<file path="config.mk">
export PLATFORM = sky130hd
export DESIGN_NAME = wfg_wb_initiator
export DESIGN_NICKNAME = d
export VERILOG_FILES = /design/src/rtl/wfg_wb_initiator_pkg.sv /design/src/rtl/wfg_wb_initiator.sv
export SDC_FILE = /design/constraint.sdc
export NUM_CORES = 1
export LEC_CHECK = 0
export CORE_MARGIN = 2
export CORE_UTILIZATION = 37
export CTS_CLUSTER_DIAMETER = 200
export DETAILED_ROUTE_END_ITERATION = 12
export GPL_ROUTABILITY_DRIVEN = 1
export GPL_TIMING_DRIVEN = 0
export PLACE_DENSITY = 0.77
export SLEW_MARGIN = 20
export SYNTH_ARGS = -nofsm -noshare
export SYNTH_HDL_FRONTEND = slang
export SYNTH_SLANG_ARGS = --single-unit
</file>
<file path="constraint.sdc">
create_clock -name wb_clk_i -period 3.63 [get_ports wb_clk_i]
set_clock_uncertainty 0.05 [all_clocks]
set_input_delay 0.726 -clock wb_clk_i [delete_from_list [all_inputs] [get_ports wb_clk_i]]
set_output_delay 0.726 -clock wb_clk_i [all_outputs]
set_load 0.1 [all_outputs]
</file>
<file path="src/rtl/wfg_wb_initiator_pkg.sv">
// ============================================================================
// Module  : wfg_wb_initiator_pkg
// Brief   : Shared types and constants for the Wishbone classic initiator.
// Revision: 1.0 - initial release
// ============================================================================
`default_nettype none

package wfg_wb_initiator_pkg;

  typedef enum logic [1:0] {
    IDLE = 2'd0,
    BUS  = 2'd1,
    RESP = 2'd2
  } wb_state_t;

  localparam int c_cnt_w = 8;

endpackage : wfg_wb_initiator_pkg

`default_nettype wire

</file>
<file path="src/rtl/wfg_wb_initiator.sv">
// ============================================================================
// Module  : wfg_wb_initiator
// Brief   : Single-outstanding Wishbone classic master with ack timeout abort.
// Revision: 1.0 - initial release
// ============================================================================
`default_nettype none

module wfg_wb_initiator
  import wfg_wb_initiator_pkg::*;
#(
  parameter int BUSW    = 32,
  parameter int TIMEOUT = 16
) (
  input  logic              wb_clk_i,
  input  logic              wb_rst_i,
  // command channel
  input  logic              cmd_valid_i,
  output logic              cmd_ready_o,
  input  logic              cmd_we_i,
  input  logic [BUSW-1:0]   cmd_adr_i,
  input  logic [BUSW-1:0]   cmd_dat_i,
  // response channel
  output logic              rsp_valid_o,
  input  logic              rsp_ready_i,
  output logic [BUSW-1:0]   rsp_dat_o,
  output logic              rsp_err_o,
  // Wishbone master
  output logic              wbm_cyc_o,
  output logic              wbm_stb_o,
  output logic              wbm_we_o,
  output logic [BUSW-1:0]   wbm_adr_o,
  output logic [BUSW-1:0]   wbm_dat_o,
  output logic [BUSW/8-1:0] wbm_sel_o,
  input  logic              wbm_ack_i,
  input  logic [BUSW-1:0]   wbm_dat_i
);

  // Count value seen on the last permitted BUS cycle.
  localparam logic [c_cnt_w-1:0] c_cnt_last = c_cnt_w'(TIMEOUT - 1);

  wb_state_t          r_state;
  logic [c_cnt_w-1:0] r_cnt;
  logic               r_cmd_ready;
  logic               r_cyc;
  logic               r_we;
  logic [BUSW-1:0]    r_adr;
  logic [BUSW-1:0]    r_dat;
  logic               r_rsp_valid;
  logic               r_rsp_err;
  logic [BUSW-1:0]    r_rsp_dat;

  always_ff @(posedge wb_clk_i or posedge wb_rst_i) begin
    if (wb_rst_i) begin
      r_state     <= IDLE;
      r_cnt       <= '0;
      r_cmd_ready <= 1'b0;
      r_cyc       <= 1'b0;
      r_we        <= 1'b0;
      r_adr       <= '0;
      r_dat       <= '0;
      r_rsp_valid <= 1'b0;
      r_rsp_err   <= 1'b0;
      r_rsp_dat   <= '0;
    end else begin
      case (r_state)
        IDLE: begin
          // Ready rises one cycle after reset release, then tracks IDLE.
          r_cmd_ready <= 1'b1;
          if (cmd_valid_i && r_cmd_ready) begin
            r_we        <= cmd_we_i;
            r_adr       <= cmd_adr_i;
            r_dat       <= cmd_dat_i;
            r_cnt       <= '0;
            r_cyc       <= 1'b1;
            r_cmd_ready <= 1'b0;
            r_state     <= BUS;
          end
        end

        BUS: begin
          if (wbm_ack_i) begin
            r_rsp_dat   <= r_we ? '0 : wbm_dat_i;
            r_rsp_err   <= 1'b0;
            r_rsp_valid <= 1'b1;
            r_cyc       <= 1'b0;
            r_state     <= RESP;
          end else if (r_cnt == c_cnt_last) begin
            r_rsp_dat   <= '0;
            r_rsp_err   <= 1'b1;
            r_rsp_valid <= 1'b1;
            r_cyc       <= 1'b0;
            r_state     <= RESP;
          end else begin
            r_cnt <= r_cnt + 1'b1;
          end
        end

        RESP: begin
          if (rsp_ready_i) begin
            r_rsp_valid <= 1'b0;
            r_cmd_ready <= 1'b1;
            r_state     <= IDLE;
          end
        end

        default: begin
          r_state     <= IDLE;
          r_cyc       <= 1'b0;
          r_rsp_valid <= 1'b0;
          r_cmd_ready <= 1'b0;
        end
      endcase
    end
  end

  assign cmd_ready_o = r_cmd_ready;
  assign rsp_valid_o = r_rsp_valid;
  assign rsp_dat_o   = r_rsp_dat;
  assign rsp_err_o   = r_rsp_err;
  assign wbm_cyc_o   = r_cyc;
  assign wbm_stb_o   = r_cyc;
  assign wbm_we_o    = r_we;
  assign wbm_adr_o   = r_adr;
  assign wbm_dat_o   = r_dat;
  assign wbm_sel_o   = '1;

endmodule : wfg_wb_initiator

`default_nettype wire

</file>
* Word level (Yosys, flattened, before mapping)
Cells that the tools add are included. W data, S select, Z words.
Word-level totals: logic and storage cells 57, register bits after elaboration 111, input bits 102, output and inout port bits 106
Operators by class: $add $sub $neg 1, bitwise gates (word level) 3, reduce and logical (&&, ||, !) cells 11, equality and inequality tests 8, muxes and demuxes 24
Operator list (count):
- $mux W32 | 3
- $mux W8 | 3
- $pmux W8 S2 | 1
- $mux W1 | 9
- $pmux W1 S3 | 3
- $reduce_and A3 Y1 | 3
- $add A8 B1 Y8 const B | 1
- $eq A8 B4 Y1 const B | 1
- $mux W2 | 4
- $ne A2 B2 Y1 const B | 4
- $pmux W2 S3 | 1
- $reduce_and A2 Y1 | 3
- $reduce_and A4 Y1 | 1
- $reduce_bool A2 Y1 | 2
- $ne A3 B3 Y1 const B | 1
- $not A1 Y1 | 3
- $eq A2 B1 Y1 const B | 1
- $eq A2 B2 Y1 const B | 1
- $logic_not A2 Y1 | 1
- $logic_and A1 B1 Y1 | 1

* Logic depth before layout (Yosys ltp)
Gate-level depths: netlist (run 1).
depth in word-level cells 4, gate-level depth with buffers 6, mapped depth without buffers 5

* Worst setup path after synthesis (run 1)
OpenSTA, ideal clock, no wires.
path kind register to register, start register r_cmd_ready, in the netlist cmd_ready_o, end register r_adr[0], in the netlist wbm_adr_o[0], setup time 128 ps, data arrival time 2123 ps, path buffers 2, stages on the path, launching flop included 5, slack 1329 ps, data required time 3452 ps, period minus slack after synthesis 2301 ps, path through dfrtp_1 -> and4bb_2 -> buf_2 -> buf_2 -> mux2_1
Between the ends: cells in the longest elaborated chain, start to end 2
RTL lines:
- start: declaration | line wfg_wb_initiator.sv:43 | logic r_cmd_ready;
- start signal: assignment | line wfg_wb_initiator.sv:56 | r_cmd_ready <= 1'b0;
- start signal: assignment | line wfg_wb_initiator.sv:68 | r_cmd_ready <= 1'b1;
- start signal: assignment | line wfg_wb_initiator.sv:75 | r_cmd_ready <= 1'b0;
- $logic_and A1 B1 Y1 | line wfg_wb_initiator.sv:69 | if (cmd_valid_i && r_cmd_ready) begin
- $reduce_and A2 Y1 (no line)
- end signal: assignment | line wfg_wb_initiator.sv:71 | r_adr <= cmd_adr_i;
- end: declaration | line wfg_wb_initiator.sv:46 | logic [BUSW-1:0] r_adr;
Every way passes these cells. A chain may end at the register's enable or synchronous reset.

* Final worst setup path (run 1)
start register r_cyc, in the netlist wbm_cyc_o, end output port wbm_stb_o
RTL lines:
- start: declaration | line wfg_wb_initiator.sv:44 | logic r_cyc;
- start signal: assignment | line wfg_wb_initiator.sv:57 | r_cyc <= 1'b0;
- start signal: assignment | line wfg_wb_initiator.sv:74 | r_cyc <= 1'b1;
- start signal: assignment | line wfg_wb_initiator.sv:85 | r_cyc <= 1'b0;
- end: declaration | line wfg_wb_initiator.sv:29 | output logic wbm_stb_o,
No word-level cell between the ends.

==> run summary, run 1 <==
Vias per cell = 4.90
Final period utilization = 76.2%
Worst-path clk slew = 0.07 ns
Top_reg_cell synth = dfrtp_1
Crit Path Max Fanout = 4
CP startpoint kind = flop
Largest net degree at the start of global routing = 35
CTS tree = yes
Post-synth EDFFs = 0
Cell Area, Synth = 4300 um2
Hpwl dp = 8.42 mm
First-pass GRT wire length = 17.6 mm
Post-synth top area share = 64.7%
Post-cts repair resize count = 0
Core Area = 11400 um2
DR vias = 3210
Initial Utilization = 37.8%
Later-pin clock latency in the skew report = 0.33 ns
Slowest CP cell = clkdlybuf4s50_1
Wire per inst = 16.5 um
P&R area growth vs syn = 59.9%
Crit path required time = 2.85 ns
Row cnt = 39
Worst path cell trace = buf_4, clkdlybuf4s50_1
Die width = 112 um
Sequential fraction of the synthesis area = 64.7%
Initial antenna violation count = 0
Number of inserted diodes = 0
Max-slew violations = 0
DRC Markers = 0
Final Wtd Congestion = 0.780
Starting DRC count in detailed routing = 121
Post-layout min period = 2.77 ns
GR Overflow Total = 0
Port buffer count = 203
Worst slew pin tran = 1.01 ns
Total CTS buffers = 9
Synth Warn # = 0
CTS Hold Buffers Added = 0
Status = finished clean
Post-synth cell types = 33
Min-Delay Path Class = flop to flop
CP Capture Type = output port
CTS max path bufs = 2
RSZ-0062 raised after global routing = false
Die area = 12500 um2
Ports = 208
Syn Area/Cell = 15.0 um2
Slowest stage delay, CP = 1.11 ns
Drt total wl = 10.8 mm
DR pass1 iterations = 4
Vias in the first global route = 3397
Max-cap viol count = 0
Slew HR = 32.5%
F_max = 0.361 GHz
TNS Setup = 0 ns
Ys async rst share = 100%
DRT antenna net count = 0
GRT Util Overall = 17.5%
Clk root buf = clkbuf_16
Seq cells post-synth = 111
Final-stage net count = 610
Final hold vios = 0
WS Path Type = flop to output port
Critical Path AT = 1.99 ns
Area leader, netlist = dfrtp_1
Clk sinks = 111
Die Height = 112 um
Synth Instances = 287
Buffers inserted by post-CTS timing repair = 0
Dominant cells by area after synthesis = dfrtp_1, mux2_1, a22o_1, mux2_2, o21ai_1
Htree depth = 3
Layout cells sized above 1 = 12.3%
# setup viols final = 0
layout make-up:
cell class / instances / area (um2)
multi-input cells: 156 / 1390
flip-flops and latches: 111 / 2780
fillers: 944 / 4500
inverters: 4 / 18.8
well taps: 143 / 179
clock inverters: 4 / 30.0
plain buffers: 19 / 121
clock buffers: 12 / 256
repair buffers: 206 / 2090
placed cells by master, fill, tap and decap left out, types with 5 or more instances in the layout:
| master | count |
|---|---|
| clkdlybuf4s50_1 | 203 |
| dfrtp_1 | 111 |
| mux2_1 | 45 |
| a22o_1 | 32 |
| mux2_2 | 20 |
| o21ai_1 | 11 |
| clkbuf_16 | 9 |
| nand2_1 | 7 |
| buf_2 | 7 |
| nor2_1 | 5 |
| buf_4 | 5 |
flip-flops by register name, indices dropped and copies added, names as in the netlist:
register / flops
cmd_ready_o: 1
wbm_adr_o: 32
r_state: 2
rsp_dat_o: 32
rsp_err_o: 1
wbm_dat_o: 32
wbm_we_o: 1
rsp_valid_o: 1
wbm_cyc_o: 1
r_cnt: 8
cells by family after synthesis:
logic type	synth area share (%)
simple gates	3.85
other cells	0.0873
mux	17.0
fa+ha+maj	0.291
flops	64.7
compound gates	10.9
buf+inv	3.17
critical path: cells and delay by family (launching register included):
kind | cells | cell delay [ns]
buf+inv | 2 | 1.24
flops | 1 | 0.41
metal layers:
layer	track usage (%)	wire length (um)	up-vias	share of wire [%]
met5	0	0	-	0
met4	5.27	111	0	1.0
met3	3.48	592	10	5.5
met2	30.9	5780	113	54
met1	21.8	4290	1613	40
li1	-	-	1474	-
Yosys cell counts (4+ instances only):
library cell and n:
mux2_2 20, nand2_1 7, a22o_1 32, a31oi_1 4, buf_4 5, buf_2 7, o31ai_1 4, dfrtp_1 111
mux2_1 45, o21ai_1 11, nor2_1 5
through the flow:
stage / setup slack, ns / instance area, um2 / hold slack (ns) / util, % / std cells
global route: 0.802 / 6870 / 0.454 / 60.4 / 655
floorplan: 1.33 / 4310 / 0.399 / - / 290
CTS: 0.840 / 6870 / 0.438 / 60.4 / 655
finish: 0.864 / 6870 / 0.433 / 60.4 / 655
global placement: 0.472 / 6520 / 0.418 / 57.4 / 636
detailed placement: 0.948 / 6580 / 0.421 / 57.9 / 639
final timing paths:
| path | startpoint | slack, ns | endpoint | cells past startpoint |
|---|---|---|---|---|
| max in group asynchronous | wb_rst_i | 1.99 | wbm_adr_o[8] | 4 |
| min reg2reg | rsp_valid_o | 0.43 | rsp_valid_o | 2 |
| max | wbm_cyc_o | 0.86 | wbm_stb_o | 2 |
| max reg2reg | r_state[1] | 1.64 | wbm_adr_o[6] | 4 |
| min | rsp_valid_o | 0.43 | rsp_valid_o | 2 |
| min in group asynchronous | wb_rst_i | 0.76 | wbm_dat_o[17] | 2 |
Power of run 1 is not shown: default switching activity piles up to over one toggle a cycle in this logic, so the estimate is an artifact.
==> run 2, diff against run 1 <==
CORE_UTILIZATION = 41   (was 37)
PLACE_DENSITY = 0.81   (was 0.77)
clock period = 2.9 ns   (was 3.63 ns; I/O delays follow)
==> run 2 against run 1 <==
- cell count shrank 1.1%
- critical endpoint unchanged
- largest cell class unchanged
- setup slack lost 0.63 ns
- via count shrank 0.97%
- non-clock buffer count is the same
- critical path type unchanged
- die area shrank 9.4%
- highest routed layer unchanged
- register-to-register slack lost 0.71 ns
- first-iteration DRC count grew 31%
- global-route usage grew 1.5 points
- core utilization grew 5.9 points
- wire length shrank 1.4%
- worst hold slack gained 0.0063 ns
- sequential share of layout area grew 0.48 points
==> run summary, run 2 (synthesized netlist as in run 1, its figures left out) <==
Final Wtd Congestion = 0.815
# setup viols final = 0
Hpwl dp = 8.26 mm
Max-cap viol count = 0
Buffers inserted by post-CTS timing repair = 0
Commonest non-fill, non-tap cell in the layout = clkdlybuf4s50_1
CP Capture Type = output port
Post-cts repair resize count = 0
Initial Utilization = 42.0%
Final period utilization = 91.8%
Crit Path Max Fanout = 4
Wire per inst = 16.4 um
Status = finished clean
Core Area = 10200 um2
Die area = 11300 um2
Post-layout min period = 2.66 ns
Worst-path clk slew = 0.10 ns
Clk root buf = clkbuf_8
Layout cells sized above 1 = 12.3%
Crit path required time = 2.27 ns
Ports = 208
GR Overflow Total = 0
Final-stage net count = 610
Max-slew violations = 0
CTS max path bufs = 2
Later-pin clock latency in the skew report = 0.35 ns
Row cnt = 37
CP startpoint kind = flop
Slew HR = 31.6%
Die Height = 106 um
Clk sinks = 111
Worst Hold Slack = 0.439 ns
DRC Markers = 0
Number of inserted diodes = 0
P&R area growth vs syn = 58.0%
First-pass GRT wire length = 17.0 mm
CTS tree = yes
RSZ-0062 raised after global routing = false
CTS Hold Buffers Added = 0
F_max = 0.376 GHz
Vias in the first global route = 3407
DR pass1 iterations = 4
DR vias = 3179
Initial antenna violation count = 0
WS Path Type = flop to output port
Total CTS buffers = 9
Critical Path AT = 2.03 ns
Pre-CTS WS = 0.385 ns
Min-Delay Path Class = flop to flop
Setup ws final = 0.238 ns
Worst slew pin tran = 1.02 ns
Largest net degree at the start of global routing = 35
Final hold vios = 0
GRT Util Overall = 19.0%
Vias per cell = 4.91
Port buffer count = 203
Most frequent cells in the layout = clkdlybuf4s50_1, dfrtp_1, mux2_1
Die width = 106 um
Drt total wl = 10.6 mm
DRT antenna net count = 0
Starting DRC count in detailed routing = 159
Htree depth = 3
Fin util = 66.3%
-- run 2: cell count changes in the layout (fill, tap and decap cells not counted) --
cell / delta
clkbuf_16: -9
clkbuf_8: +8
buf_12: -1
buf_16: +1
bufinv_16: +1
clkinv_2: -1
inv_8: +1
-- run 2: worst max-delay path, stage by stage (launching register included) --
cell and delay (ns):
dfrtp_1 0.43, buf_4 0.13, clkdlybuf4s50_1 1.12
-- run 2: through the flow --
stage	area [um2]	instances	setup TNS [ns]
floorplan	4310	290	0
global placement	6510	629	-11.94
detailed placement	6580	632	0
CTS	6790	648	0
global route	6790	648	0
finish	6790	648	0
-- run 2: area by class of cell --
class                      count  area (um2)
inverter                       4        18.8
tap                          136         170
clock buffer                  11         141
timing repair buffer         206        2100
buffer                        19         121
clock inverter                 5        66.3
fill                         789        3440
multi-input combinational    156        1390
sequential                   111        2780
-- run 2: worst paths after layout --
kind                                     from  depth (start not counted)  slack (ns)             to
worst max-delay path                wbm_cyc_o                          2        0.24      wbm_stb_o
min in group asynchronous            wb_rst_i                          2        0.61  rsp_dat_o[25]
worst min register to register  wbm_adr_o[28]                          1        0.44  wbm_adr_o[28]
worst max register to register     r_state[1]                          4        0.93  wbm_dat_o[16]
max in group asynchronous            wb_rst_i                          4        1.46   wbm_dat_o[1]
worst min-delay path            wbm_adr_o[28]                          1        0.44  wbm_adr_o[28]
-- run 2: routing by layer --
metal  wire [um]  global-route usage (%)
met3        1050                    5.64
met5           0                       0
met4          76                    5.26
met1        4310                    24.4
met2        5190                    31.5
Power of run 2 is left out for the same reason.
